==> config.mk <==
export PLATFORM = sky130hd
export DESIGN_NAME = dmem_arbiter
export DESIGN_NICKNAME = d
export VERILOG_FILES = /design/src/rtl/dmem_arbiter.sv
export SDC_FILE = /design/constraint.sdc
export NUM_CORES = 1
export LEC_CHECK = 0
export CAP_MARGIN = 20
export CORE_ASPECT_RATIO = 0.9
export CORE_MARGIN = 4
export CORE_UTILIZATION = 20
export CTS_CLUSTER_SIZE = 10
export DETAILED_ROUTE_END_ITERATION = 12
export GPL_TIMING_DRIVEN = 0
export PLACE_DENSITY = 0.78
export SYNTH_ARGS = -nofsm -noshare
export SYNTH_HDL_FRONTEND = slang
export SYNTH_SLANG_ARGS = --single-unit
==> constraint.sdc <==
create_clock -name sysclk -period 2.2 [get_ports sysclk]
set_input_delay 0.44 -clock sysclk [delete_from_list [all_inputs] [get_ports sysclk]]
set_output_delay 0.44 -clock sysclk [all_outputs]
set_load 0.1 [all_outputs]
==> src/rtl/dmem_arbiter.sv <==
// dmem_arbiter: round-robin sharing of the single-port data BRAM between the CPU (port 0) and a loader/debug master (port 1).
module dmem_arbiter #(
  parameter int ADDR_WIDTH = 12,
  parameter int DATA_WIDTH = 32,
  parameter int MAX_HOLD   = 4
) (
  input  logic                    sysclk,
  input  logic                    rst,
  input  logic                    p0_valid,
  output logic                    p0_ready,
  input  logic [ADDR_WIDTH-1:0]   p0_addr,
  input  logic [DATA_WIDTH-1:0]   p0_wdata,
  input  logic [DATA_WIDTH/8-1:0] p0_byte_we,
  output logic                    p0_rsp_valid,
  output logic [DATA_WIDTH-1:0]   p0_rdata,
  input  logic                    p1_valid,
  output logic                    p1_ready,
  input  logic [ADDR_WIDTH-1:0]   p1_addr,
  input  logic [DATA_WIDTH-1:0]   p1_wdata,
  input  logic [DATA_WIDTH/8-1:0] p1_byte_we,
  output logic                    p1_rsp_valid,
  output logic [DATA_WIDTH-1:0]   p1_rdata,
  output logic [ADDR_WIDTH-1:0]   mem_addr,
  output logic [DATA_WIDTH-1:0]   mem_wdata,
  output logic [DATA_WIDTH/8-1:0] mem_byte_we,
  output logic                    mem_r_en,
  input  logic [DATA_WIDTH-1:0]   mem_rdata
);
  typedef enum logic [1:0] {IDLE, OWN0, OWN1} state_t;
  state_t     state;
  logic [3:0] hold_cnt;
  logic       last_winner, rsp_rd, g0, g1, hold_ok, again;
  assign hold_ok = hold_cnt < 4'(MAX_HOLD);
  always_comb begin
    g0 = state == OWN0 ? p0_valid & (!p1_valid | hold_ok)
       : state == OWN1 ? p0_valid & !(p1_valid & hold_ok)
       : p0_valid & (!p1_valid | last_winner);
    g1 = p1_valid & !g0;
    again = (g0 && state == OWN0) || (g1 && state == OWN1);
  end
  assign p0_ready    = g0;
  assign p1_ready    = g1;
  assign mem_addr    = g1 ? p1_addr : p0_addr;
  assign mem_wdata   = g1 ? p1_wdata : p0_wdata;
  assign mem_byte_we = g1 ? p1_byte_we : g0 ? p0_byte_we : '0;
  assign mem_r_en    = g1 ? ~|p1_byte_we : g0 & ~|p0_byte_we;
  always_ff @(posedge sysclk or negedge rst)
    if (!rst) begin
      state        <= IDLE;
      hold_cnt     <= '0;
      last_winner  <= 1'b1;
      p0_rsp_valid <= 1'b0;
      p1_rsp_valid <= 1'b0;
      rsp_rd       <= 1'b0;
    end else begin
      state        <= g0 ? OWN0 : g1 ? OWN1 : IDLE;
      last_winner  <= (g0 | g1) ? g1 : last_winner;
      hold_cnt     <= !(g0 | g1) ? 4'd0 : !again ? 4'd1 : hold_ok ? hold_cnt + 4'd1 : hold_cnt;
      p0_rsp_valid <= g0;
      p1_rsp_valid <= g1;
      rsp_rd       <= mem_r_en;
    end
  // BRAM data arrives in the response cycle, so read data is steered rather than registered
  assign p0_rdata = (p0_rsp_valid & rsp_rd) ? mem_rdata : '0;
  assign p1_rdata = (p1_rsp_valid & rsp_rd) ? mem_rdata : '0;
endmodule

==> summary.md, run 1 <==
| Metric | Value |
|---|---|
| Vias in the first global route | `approximately 2,700` |
| Input/output buffers | `between 200 and 250` |
| Final net count | `580` |
| Seq/Total Area, Yosys | `14.8%` |
| Vias | `approximately 2,600` |
| First-pass DRT Iterations | `6` |
| Critical Path Source | `p0_valid` |
| Post-Synth XOR/XNOR Area | `0%` |
| Clock Sinks | `9` |
| Pwr Total | `~0.0025 W` |
| Layout cells sized above 1 | `approximately three fifths` |
| Cells after DPL | `between 500 and 600` |
| Vias per inst | `4.73` |
| Clock root buffer | `clkbuf_8` |
| Max-slew headroom | `between 30% and 40%` |
| Synth Area in Compound Gates | `between 10% and 20%` |
| Wirelength per Cell | `19.2 um` |
| Largest net degree at the start of global routing | `11` |
| DRT Wirelength | `just over 10,000 um` |
| Final period utilization | `117%` |
| GRT overflow | `0` |
| Mux cell area share after synthesis | `34.9%` |
| Core area | `7260 um^2` |
| Max Buffers Root-to-Sink | `2` |
| Leak Pwr | `approximately 2.5 nW` |
| RSZ-0062 raised after global routing | `true` |
| Final setup violation count | `50` |
| Main combinational cell family by area after synthesis | `multiplexers` |
| First-pass GRT wire length | `14,900 um` |
| Crit path cell chain | `dlygate4sd2_1, inv_2, a2111oi_4, nor3b_4, buf_6, bufbuf_16, a22o_4, buf_12` |
| Synth Instances | `176` |
| Post-Synth Adder-Cell Area | `less than 1%` |
| Worst R2R End | `p1_rsp_valid$_DFF_PN0_` |
| Clock skew | `~0.0031 ns` |
| CP arrival | `2.13 ns` |
| Status | `finished with violations` |
| Hold buffer count at cts | `0` |
| Clock slew at reported path FFs | `about 0.040 ns` |
| Post-Syn Nets | `between 300 and 400` |
| Worst-Skew Late Latency | `roughly 0.23 ns` |
| CP Max Fanout | `5` |
| Critical Path End Type | `primary output` |
| Setup crit start kind | `primary input` |
| Failing checks | `negative setup slack` |
| CP Class | `in2out` |
| GRT Resource Usage Total | `about a fifth` |
| Initial antenna violation count | `0` |
| Worst setup path endpoint | `mem_byte_we[0]` |
| Cell row count | `29` |
| Final min period | `~2.6 ns` |
| PD cells | `487 nW/um^2` |
| Crit path buffers/inverters | `5` |
| R2R cell count | `6` |
| Hpwl dp | `between 7000 and 8000 um` |
| Least-Margin Pin Slew | `0.980 ns` |
| Initial DRC count | `37` |
| Min-Delay Path Class | `in2async` |
| Async SR Flop Fraction | `100%` |
| Final Instance Count excl. Fillers | `539` |
| Post-Synth Simple-Gate Area | `32.4%` |
| CP Depth | `8` |
| Worst setup margin | `-0.372 ns` |
| Worst Path Required | `between 1.5 and 2 ns` |
| Die Height | `91.0 um` |
| Die Span X | `roughly 100 um` |
| CTS Buf Count | `3` |
| Fin. max-slew vios | `0` |
| Ys Warns | `0` |
| I/O Pins | `between 200 and 250` |
| Crit path max-delay family | `buffers and inverters` |
| Number of remaining DRC errors | `0` |
| Max-cap violations | `0` |
| Reg-to-reg setup timing slack | `0.47 ns` |
| Routed Antenna Nets | `0` |
| Yosys reg bits | `9` |
| Syn Area/Cell | `8.70 um^2` |
| Routability Congestion | `between 0.8 and 0.9` |
| Layout fillers | `540` |
| Most used DFF post-synth | `dfrtp_1` |
| Crit-path max cell delay | `about 0.4 ns` |
| R2R Path Start | `state[1]$_DFF_PN0_` |
| H-tree level count | `1` |
| CTS tree | `yes` |
| Number of synthesized flops with an enable pin | `0` |
| Fmax achieved | `just under 400 MHz` |
| Mapped cell area | `approximately 1500 um^2` |
| Post-layout util | `between 70% and 80%` |
| Die area | `approximately 9100 um^2` |
| Area delta synth->final | `233%` |
| Final Hold Viols | `0` |
| VDD IR max | `roughly 0.00044 V` |
| Final antenna diode count | `0` |
| Slowest stage cell, crit path | `a2111oi_4` |
| Initial cell density of the core | `21.1%` |
| Netlist cell types | `32` |
## kinds of logic (layout without fill, tap and decap cells)
kind of cell | Yosys count | count (layout)
AND/OR/NAND/NOR | 79 | 79
buffers and inverters | 23 | 293
flip-flops | 9 | 9
multiplexers | 46 | 46
adder cells (fa/ha/maj) | 1 | 1
AO/OA/AOI/OAI | 18 | 18
## cell usage in the layout, fill, tap and decap left out, types with 3 or more instances in the layout
cell type and instances:
a22o_4 4, a21oi_1 4, mux2_4 44, buf_4 72, dlygate4sd2_1 3, clkdlybuf4s50_1 129, buf_12 56, clkbuf_1 6
and3_2 62, clkbuf_8 4, buf_6 6, dfrtp_1 4, o211ai_1 3, dfrtp_2 3, clkbuf_2 9
## cells in the mapped netlist, types with 2 or more instances
cell	number	area (um^2)
mux2i_1	2	20.0
buf_6	2	22.5
clkbuf_1	15	56.3
a21oi_1	4	20.0
inv_1	3	11.3
nand3_1	2	10.0
a22o_1	4	35.0
and3_1	64	400
dfrtp_1	8	200
nor2b_1	2	12.5
o211ai_1	3	22.5
buf_2	3	15.0
mux2_2	39	439
mux2_4	5	75.1
nor2_1	2	7.51
o31ai_1	2	15.0
## layout make-up
| cell class | count | area [um^2] | area share (%) |
|---|---|---|---|
| Tap cell | 93 | 116 | 2.28 |
| Multi-Input combinational cell | 144 | 1490 | 29.3 |
| Clock buffer | 4 | 45.0 | 0.883 |
| Timing Repair Buffer | 266 | 3030 | 59.4 |
| Buffer | 20 | 169 | 3.31 |
| Inverter | 3 | 11.3 | 0.221 |
| Sequential cell | 9 | 234 | 4.59 |
## report_power, final
part	switching, W	internal [W]
Combinational	0.00119	0.000904
Sequential	0.0000175	0.000184
Clock	0.0000629	0.000126
## sequential cells by signal, summed over array words and instances (netlist names)
signal / flops
last_winner: 1
rsp_rd: 1
p1_rsp_valid: 1
state: 2
hold_cnt: 4
## per-layer routing
layer,part of all wire [%],GRT usage (%)
met2,56,41.0
met4,1.4,3.82
met3,8.3,5.21
met1,35,20.9
met5,0,0
## worst reg2reg max path, cell delays in order, from the launching register on
cell	delay, ns
dfrtp_2	0.43
buf_4	0.17
a2111oi_4	0.36
nor3b_4	0.10
buf_6	0.16
bufbuf_16	0.27
buf_4	0.13
## metrics by stage
step	setup slack (ns)	TNS [ns]	area [um^2]	hold WS [ns]
2_1_floorplan	-0.884	-10.89	1830	0.144
3_3_place_gp	-1.56	-103.28	4420	0.493
3_5_place_dp	-1.54	-103.95	4420	0.505
4_1_cts	-0.378	-16.91	5040	0.513
5_1_grt	-0.447	-20.91	5100	0.546
6_report	-0.372	-16.49	5100	0.513
## timing repair
action,CTS,global route
endpoints found under the setup margin,117,112
cloned,2,0
pin swaps,6,2
gates resized for setup,856,26
setup buffers,15,3
## how the worst min path moves through the flow
stage	from	slack, ns	to
2_1_floorplan	rst	0.14	hold_cnt[0]$_DFFE_PN0P_
3_3_place_gp	last_winner$_DFFE_PN1P_	0.49	last_winner$_DFFE_PN1P_
3_5_place_dp	last_winner$_DFFE_PN1P_	0.50	last_winner$_DFFE_PN1P_
4_1_cts	last_winner$_DFFE_PN1P_	0.51	last_winner$_DFFE_PN1P_
5_1_grt	rst	0.55	hold_cnt[0]$_DFFE_PN0P_
6_report	rst	0.51	hold_cnt[0]$_DFFE_PN0P_
No activity file was read; power rests on OpenSTA's default activity.
==> run 2, diff against run 1 <==
--- a/config.mk
+++ b/config.mk
@@ -13,6 +13,7 @@
 export DETAILED_ROUTE_END_ITERATION = 12
 export GPL_TIMING_DRIVEN = 0
 export PLACE_DENSITY = 0.78
+export SLEW_MARGIN = 20
 export SYNTH_ARGS = -nofsm -noshare
 export SYNTH_HDL_FRONTEND = slang
 export SYNTH_SLANG_ARGS = --single-unit
==> results of run 2 <==
Final layout, timing and power as in run 1 (identical DEF).
